--- src/rtl/ws2812_driver.sv ---
`timescale 1ns/1ps
// ws2812_driver: serialises one 24-bit colour as GRB to NUM_LEDS WS2812 LEDs,
// followed by a low latch gap; ocupado covers the whole frame including the gap.
module ws2812_driver #(
  parameter int NUM_LEDS     = 8,
  parameter int T0H          = 20,
  parameter int T1H          = 40,
  parameter int T_BIT        = 63,
  parameter int RESET_CYCLES = 3000
) (
  input  logic        clock,
  input  logic        reset_n,
  input  logic        iniciar,
  input  logic [23:0] cor_led,
  output logic        ocupado,
  output logic        pronto,
  output logic        dado_led
);
  localparam int CW = T_BIT > 1 ? $clog2(T_BIT) : 1;
  localparam int LW = NUM_LEDS > 1 ? $clog2(NUM_LEDS) : 1;
  localparam int RW = RESET_CYCLES > 1 ? $clog2(RESET_CYCLES) : 1;

  if (!(0 < T0H && T0H < T1H && T1H < T_BIT) || NUM_LEDS < 1 || RESET_CYCLES < 1) begin : g_bad_params
    $error("ws2812_driver: illegal timing or size parameters");
  end

  typedef enum logic [1:0] {OCIOSO, ENVIA_BIT, LATCH} state_t;

  state_t          r_state, w_next;
  logic [23:0]     r_grb;
  logic [4:0]      r_bit, w_bit_nx;
  logic [LW-1:0]   r_led;
  logic [CW-1:0]   r_cnt, w_cnt_nx, w_thi;
  logic [RW-1:0]   r_lat;
  logic            r_dado, r_ocupado, r_pronto;
  logic            w_dado, w_ocupado, w_pronto;
  logic            w_fim_bit, w_ult, w_lat_fim;

  assign dado_led = r_dado;
  assign ocupado  = r_ocupado;
  assign pronto   = r_pronto;

  // Line level is computed for the count/bit the next cycle will show, so the
  // registered output lines up with the registered counters.
  always_comb begin
    w_fim_bit = r_cnt == CW'(T_BIT - 1);
    w_ult     = r_bit == 5'd0 && r_led == LW'(NUM_LEDS - 1);
    w_cnt_nx  = w_fim_bit ? '0 : r_cnt + CW'(1);
    w_bit_nx  = !w_fim_bit ? r_bit : (r_bit == 5'd0 ? 5'd23 : r_bit - 5'd1);
    w_thi     = r_grb[w_bit_nx] ? CW'(T1H) : CW'(T0H);
    w_lat_fim = r_lat == RW'(RESET_CYCLES - 1);
    w_next    = r_state;
    w_dado    = 1'b0;
    w_ocupado = r_ocupado;
    w_pronto  = 1'b0;
    case (r_state)
      OCIOSO: if (iniciar) begin
        w_next    = ENVIA_BIT;
        w_dado    = 1'b1;
        w_ocupado = 1'b1;
      end
      ENVIA_BIT: if (w_fim_bit && w_ult) w_next = LATCH;
                 else w_dado = w_cnt_nx < w_thi;
      LATCH: if (w_lat_fim) begin
        w_next    = OCIOSO;
        w_ocupado = 1'b0;
        w_pronto  = 1'b1;
      end
      default: w_next = OCIOSO;
    endcase
  end

  always_ff @(posedge clock or negedge reset_n) begin
    if (!reset_n) begin
      r_state   <= OCIOSO;
      r_grb     <= '0;
      r_bit     <= '0;
      r_led     <= '0;
      r_cnt     <= '0;
      r_lat     <= '0;
      r_dado    <= 1'b0;
      r_ocupado <= 1'b0;
      r_pronto  <= 1'b0;
    end else begin
      r_state   <= w_next;
      r_dado    <= w_dado;
      r_ocupado <= w_ocupado;
      r_pronto  <= w_pronto;
      r_lat     <= (r_state == LATCH && !w_lat_fim) ? r_lat + RW'(1) : '0;
      if (r_state == OCIOSO && iniciar) begin
        r_grb <= {cor_led[15:8], cor_led[23:16], cor_led[7:0]};
        r_bit <= 5'd23;
        r_led <= '0;
        r_cnt <= '0;
      end else if (r_state == ENVIA_BIT) begin
        r_cnt <= w_cnt_nx;
        r_bit <= w_bit_nx;
        if (w_fim_bit && r_bit == 5'd0 && !w_ult) r_led <= r_led + LW'(1);
      end
    end
  end
endmodule

--- config.mk ---
export PLATFORM = sky130hd
export DESIGN_NAME = ws2812_driver
export DESIGN_NICKNAME = d
export VERILOG_FILES = /design/src/rtl/ws2812_driver.sv
export SDC_FILE = /design/constraint.sdc
export NUM_CORES = 1
export LEC_CHECK = 0
export ABC_AREA = 0
export BUFFER_PORTS_ARGS = -buffer_cell sky130_fd_sc_hd__buf_2
export CAP_MARGIN = 20
export CELL_PAD_IN_SITES_DETAIL_PLACEMENT = 0
export CELL_PAD_IN_SITES_GLOBAL_PLACEMENT = 1
export CORE_MARGIN = 4
export CORE_UTILIZATION = 37
export CTS_CLUSTER_DIAMETER = 100
export DETAILED_ROUTE_END_ITERATION = 16
export HOLD_SLACK_MARGIN = 0.06
export PLACE_DENSITY = 0.64
export SLEW_MARGIN = 15
export SYNTH_ARGS = -nofsm -noshare
export SYNTH_HDL_FRONTEND = slang
export SYNTH_SLANG_ARGS = --single-unit
--- constraint.sdc ---
create_clock -name clock -period 6.6 [get_ports clock]
set_input_delay 1.32 -clock clock [delete_from_list [all_inputs] [get_ports clock]]
set_output_delay 1.32 -clock clock [all_outputs]
set_load 0.02 [all_outputs]
* Word-level counts from Yosys, hierarchy flattened
Index checks and enable logic that the tools add are counted.
** Operators by class
- Add/subtract/negate cells :: 4
- Order comparisons :: 2
- Equality and inequality tests :: 8
- Muxes and demuxes :: 26
- Reduce and logical (&&, ||, !) cells :: 16
** Operator list (number)
- two-way mux 6 bit :: 4
- two-way mux 5 bit :: 4
- adder 12 x 1 -> 12 bit (second input constant) :: 1
- equality test 12 bit (second input constant) :: 1
- two-way mux 12 bit :: 1
- two-way mux 3 bit :: 3
- two-way mux 1 bit :: 7
- adder 6 x 1 -> 6 bit (second input constant) :: 1
- equality test 6 bit (second input constant) :: 1
- logical AND 1 bit :: 6
- < comparator 5 x 6 -> 1 bit (second input constant) :: 1
- < comparator 6 bit :: 1
- two-way mux 2 bit :: 3
- inequality test 2 bit (second input constant) :: 3
- case mux 2 bit (3 select lines) :: 1
- AND reduction 3 bit :: 2
- nonzero test 2 bit :: 3
- binary-select mux 1 bit (select 5 bit) :: 1
- zero test 5 bit :: 1
- subtractor 5 x 1 -> 5 bit (second input constant) :: 1
- case mux 1 bit (2 select lines) :: 2
- adder 3 x 1 -> 3 bit (second input constant) :: 1
- equality test 3 bit (second input constant) :: 1
- equality test 2 x 1 -> 1 bit (second input constant) :: 1
- other kinds (4) :: 5
** Word-level totals
- Bits in registers :: 55
- Bits of input ports :: 27
- Output and inout bits :: 3
- Word-level logic and storage cells :: 65

* Depth between registers and ports, before layout
- Word-level depth :: 9
- Depth in mapped cells :: 15
- Depth with buffers taken out :: 13

* Least setup slack after synthesis
No wires, ideal clock.
- Path kind :: register to register
- Start :: reg r_bit[0]
- End :: reg r_dado, in the netlist dado_led
- Setup time :: 67 ps
- Arrival :: 2987 ps
- Data required time :: 6533 ps
- Path slack :: 3545 ps
- Cell stages (with the launch flop) :: 15
- Buffers on the path :: 1
- Period minus slack after synthesis :: 3055 ps
- Cells stage by stage :: dfrtp_1 -> buf_2 -> clkinv_1 -> ha_1 -> or4b_4 -> nand4_2 -> nand3_1 -> a311oi_1 -> nand4_1 -> and3_1 -> ha_1 -> a31o_2 -> a21o_1 -> nand4_1 -> a41o_1
** Between the ends
- Word-level cells in the longest chain between the ends :: 9
- Elaborated cells on any way between the ends :: 12
- Those cells by class :: add/sub: 1; order compare: 1; mux: 7; reduce/logical: 3
** RTL lines
- from (decl) :: line 31 : logic [4:0] r_bit, w_bit_nx;
- from (signal assigned) :: line 97 : r_bit <= w_bit_nx;
- subtractor 5 x 1 -> 5 bit / zero test 5 bit (equally long branches) :: line 49, 47
- two-way mux 5 bit (2 in a row) :: line 49 : w_bit_nx = !w_fim_bit ? r_bit : (r_bit == 5'd0 ? 5'd23 : r_bit - 5'd1);
- binary-select mux 1 bit (select 5 bit) :: line 50 : w_thi = r_grb[w_bit_nx] ? CW'(T1H) : CW'(T0H);
- two-way mux 1 bit (not written as such) :: line 50
- two-way mux 6 bit :: line 50
- < comparator 6 bit :: line 63 : else w_dado = w_cnt_nx < w_thi;
- two-way mux 1 bit (*) :: line 62 : ENVIA_BIT: if (w_fim_bit && w_ult) w_next = LATCH;
- case mux 1 bit (2 select lines) (*) :: line 56 : case (r_state)
- via w_dado :: line 36 : logic w_dado, w_ocupado, w_pronto;
- to (signal assigned) :: line 86 : r_dado <= w_dado;
- to (decl) :: line 35 : logic r_dado, r_ocupado, r_pronto;
The timed path passes the listed nets; every way through them passes the cells marked *. The select of a mux whose other input is x is not followed.
A chain may end at the register's enable or synchronous reset.

* Worst setup path in the final report
- Start :: reg r_cnt[0]
- End :: reg r_dado, in the netlist dado_led
** Between the ends
- Word-level cells in the longest chain between the ends :: 8
- Elaborated cells on any way between the ends :: 11
- Those cells by class :: add/sub: 1; order compare: 1; eq/ne: 1; mux: 7; reduce/logical: 1
** RTL lines
- from (decl) :: line 33 : logic [CW-1:0] r_cnt, w_cnt_nx, w_thi;
- from (signal assigned) :: line 96 : r_cnt <= w_cnt_nx;
- equality test 6 bit :: line 46 : w_fim_bit = r_cnt == CW'(T_BIT - 1);
- two-way mux 5 bit :: line 49
- binary-select mux 1 bit (select 5 bit) :: line 50
- two-way mux 1 bit (not written as such) :: line 50
- two-way mux 6 bit :: line 50
- < comparator 6 bit :: line 63
- two-way mux 1 bit (*) :: line 62
- case mux 1 bit (2 select lines) (*) :: line 56
- via w_dado :: line 36
Marks and branches as above.

==> results by group <==
Outcome
  • Status: finished, final reports clean

Yosys
  • Syn Area/Cell: slightly above 10 um2
  • Post-Synthesis Cells: 288
  • Synth Flop Type: dfrtp_1
  • Xor/xnor share of the synthesized area: 4.722%
  • Netlist cell types: 46
  • Synth Warn #: 0
  • Ys async rst share: 100.0%
  • Syn Std Cell Area: a little under 3000 um2
  • Adder-cell area share of the yosys netlist: 2.951%
  • Post-Synth Simple-Gate Area: 17.92%
  • Synth Area in Compound Gates: between 10% and 20%
  • Seq/Total Area, Yosys: a little under half
  • Number of synthesized flops with an enable pin: 0
  • Mux cell area share after synthesis: a little over a tenth
  • Total nets after synthesis: between 300 and 400
  • Largest family of logic cells by synthesized area: simple AND/OR/NAND/NOR gates
  • Seq cells post-synth: between 50 and 60

Finish
  • Area of the multi-input gates: between 1000 and 1500 um2
  • Post-route cell area: approximately 3300 um2
  • Area grow syn2layout: 10.54%
  • Proportion of layout cells with a drive suffix above 1: between 20% and 30%
  • Storage cell area: between 1000 and 1500 um2
  • Layout fillers: 789
  • ANT cells: 0
  • Nets: about 350
  • Finished Core Util: a little over two fifths

Clock network
  • Num CTS Buffers: 5
  • Clock Latency Late Sink: roughly 0.32 ns
  • Hold-fix buffers at CTS: 0
  • Clock-pin slew on the worst setup and hold paths: around 0.11 ns
  • CTS tree: done
  • CTS sink cnt: 55
  • Setup bufs post-CTS: 0
  • Post-cts sizing count: 0
  • Clock root buffer: clkbuf_8
  • H-tree levels: 2
  • Longest Clk Path Bufs: 2

Power
  • Seq pwr share: between 50% and 60%
  • Sw Pwr: a little under 0.3 mW
  • Comb pwr share: approximately a quarter
  • Clock power share: between 20 and 25%
  • Peak VDD IR: approximately 150 uV
  • Cell leakage power: approximately 1.4 nW
  • Net Sw Frac: roughly a third
  • Power Total: ~0.92 mW
  • P_int: slightly above 0.6 mW
  • PwrDens: approximately 280 nW/um2

GRT
  • Grt total ovfl: 0
  • Largest net degree at the start of global routing: 56
  • Gr usage total: between 10% and 20%
  • First-pass GRT wire length: between 10000 and 15000 um
  • Vias in the first global route: 2325
  • Initial antenna violation count: 0

Drt
  • Iteration-0 DRC Markers: ~110
  • Routed wire per std cell: ~17 um
  • First drt pass iteration count: 4
  • Via Count: about 2300
  • Vias per cell: between 5 and 6
  • Routed wire length: between 6000 and 7000 um
  • Drt drc: 0
  • Post-route ant nets: 0

Setup path
  • Critical path's largest stage delay: roughly 0.67 ns
  • Slowest cell on crit path: o21ai_1
  • Worst EP arrival: about 3.8 ns
  • Cell family with most CP delay: compound AO/OA/AOI/OAI gates
  • CP Max Fanout: 13
  • Worst Setup End Kind: register
  • CP Launch Type: register
  • Setup CP Type: register to register
  • Worst EP required: between 6 and 7 ns
  • Critical path cell sequence: inv_1 > ha_1 > nand3_1 > o21ai_1 > nand3_1 > a311oi_1 > nand4_1 > and3_1 > ha_1 > a31o_2 > a21o_1 > nand4_1 > a41o_1
  • Worst Path Buf+Inv: 1

STA
  • Final critical-path required period: about 3.5 ns
  • RSZ-0062 raised after global routing: false
  • Final setup fails: 0
  • Clock skew: about 0.014 ns
  • Setup tns final: 0 ns
  • Fin. Hold Viols: 0
  • Final period utilization: between 50% and 60%
  • Hold slack final: roughly 0.49 ns
  • Max_slew headroom: approximately 37%
  • Fmax: 0.2867 GHz
  • Max Slew Vio Count: 0
  • Worst Tran Pin Value: ~0.94 ns

Run
  • Total of max-cap violations: 0

Place
  • Dpl hpwl: approximately 4800 um
  • Placed Area: 3182 um2
  • GP Congestion: 0.7930
  • Port Buffer Count: 29

Die
  • I/O pin cnt: 30
  • Cell Rows: 32
  • Die ar.: 9518 um2
  • Die Wd: around 100 um
  • Core Region: slightly below 8000 um2
  • Initial Utilization: 38.21%
  • Die Y: around 100 um

Hold path
  • Worst hold-check path type: register to register
==> power by group through the flow <==
stage	clock, mW	sequential (mW)	combinational [mW]
global placement	0	0.485	0.226
global route	0.227	0.492	0.260
detailed placement	0	0.487	0.231
CTS	0.212	0.480	0.232
floorplan	0	0.457	0.188
finish	0.206	0.479	0.231
==> cells by family (layout without fill, tap and decap cells) <==
| logic type | count (synthesis) | in the layout |
|---|---|---|
| buffers and inverters | 22 | 46 |
| adder cells (fa/ha/maj) | 7 | 7 |
| AND/OR/NAND/NOR | 99 | 99 |
| AO/OA/AOI/OAI | 61 | 61 |
| flip-flops | 55 | 55 |
| multiplexers | 28 | 28 |
| XOR/XNOR | 16 | 16 |
==> area by class of cell <==
class | count | area share, %
clock inverters | 2 | 0.4958
inverters | 7 | 0.8009
repair buffers | 31 | 4.882
clock buffers | 6 | 2.517
flip-flops and latches | 55 | 41.95
well taps | 102 | 3.890
multi-input cells | 211 | 45.46
==> placed cells by master, fill, tap and decap left out, types with 3 or more instances in the layout <==
cell / Yosys / layout
nand2_1: 16 / 16
nor2_1: 24 / 24
inv_1: 6 / 6
mux2i_1: 4 / 4
o211a_1: 4 / 4
and3_1: 6 / 6
nand3_1: 26 / 26
o21ai_1: 4 / 4
nand2b_1: 5 / 5
a311oi_1: 6 / 6
a31oi_1: 3 / 3
nor4_1: 6 / 6
a21oi_1: 8 / 8
buf_2: 6 / 29
xor2_1: 8 / 8
clkbuf_8: 0 / 6
ha_1: 7 / 7
a211oi_1: 3 / 3
a22oi_1: 3 / 3
o21ai_0: 14 / 14
xnor2_1: 8 / 8
mux2_2: 24 / 24
nand4_1: 5 / 5
dfrtp_1: 55 / 55
a22o_1: 5 / 5
==> state kept, by name, summed over array words and instances, names as in the netlist <==
register / flops
r_led: 3
r_bit: 5
ocupado: 1
r_state: 2
r_grb: 24
dado_led: 1
r_lat: 12
pronto: 1
r_cnt: 6
==> metal layers <==
layer	vias to the layer above	GRT usage (%)	wire length [um]
li1	1101	-	-
met1	1109	22.52	3471
met2	56	21.67	2984
met3	7	2.728	290
met4	0	4.579	90
met5	-	0	0
==> Yosys cell counts (all sizes together) (2+ instances only) <==
| cell type | count | area [um2] |
|---|---|---|
| nand2 | 16 | 60.06 |
| a211oi | 3 | 22.52 |
| mux2i | 4 | 40.04 |
| xor2 | 8 | 70.07 |
| nor4 | 7 | 50.05 |
| mux2 | 24 | 270.3 |
| clkbuf | 7 | 26.28 |
| a31oi | 3 | 18.77 |
| o31ai | 2 | 15.01 |
| a21oi | 8 | 40.04 |
| inv | 6 | 22.52 |
| a22oi | 3 | 22.52 |
| nand2b | 5 | 31.28 |
| dfrtp | 55 | 1376 |
| buf | 8 | 52.55 |
| nand4 | 6 | 43.79 |
| a21o | 2 | 15.01 |
| xnor2 | 8 | 70.07 |
| and3 | 6 | 37.54 |
| nor2 | 24 | 90.09 |
| o22ai | 2 | 12.51 |
| a311oi | 6 | 52.55 |
| nor4b | 2 | 32.53 |
| o21ai | 18 | 90.09 |
| nand3 | 26 | 130.1 |
| a22o | 5 | 43.79 |
| ha | 7 | 87.58 |
| o211a | 4 | 40.04 |
==> path summary, 6_finish.rpt <==
| check | startpoint | endpoint | slack [ns] | cells past startpoint |
|---|---|---|---|---|
| worst max-delay path | r_cnt[0] | dado_led | 3.11 | 13 |
| worst min register to register | r_lat[0] | r_lat[0] | 0.49 | 1 |
| worst max register to register | r_cnt[0] | dado_led | 3.11 | 13 |
| min in group asynchronous | reset_n | r_grb[18] | 1.13 | 2 |
| max in group asynchronous | reset_n | pronto | 4.99 | 2 |
| worst min-delay path | r_lat[0] | r_lat[0] | 0.49 | 1 |
==> worst register-to-register path, cell delays in order, from the launching register on <==
cell	delay, ns
dfrtp_1	0.43
inv_1	0.07
ha_1	0.19
nand3_1	0.38
o21ai_1	0.68
nand3_1	0.16
a311oi_1	0.31
nand4_1	0.16
and3_1	0.17
ha_1	0.29
a31o_2	0.20
a21o_1	0.17
nand4_1	0.09
a41o_1	0.15
==> through the flow <==
step                      setup slack, ns  instances
after floorplan                     3.545        288
after global placement              3.192        406
after detailed placement            3.151        406
after CTS                           3.133        414
after global routing                2.850        414
final                               3.111        414
Power figures use the tool's default switching activity.
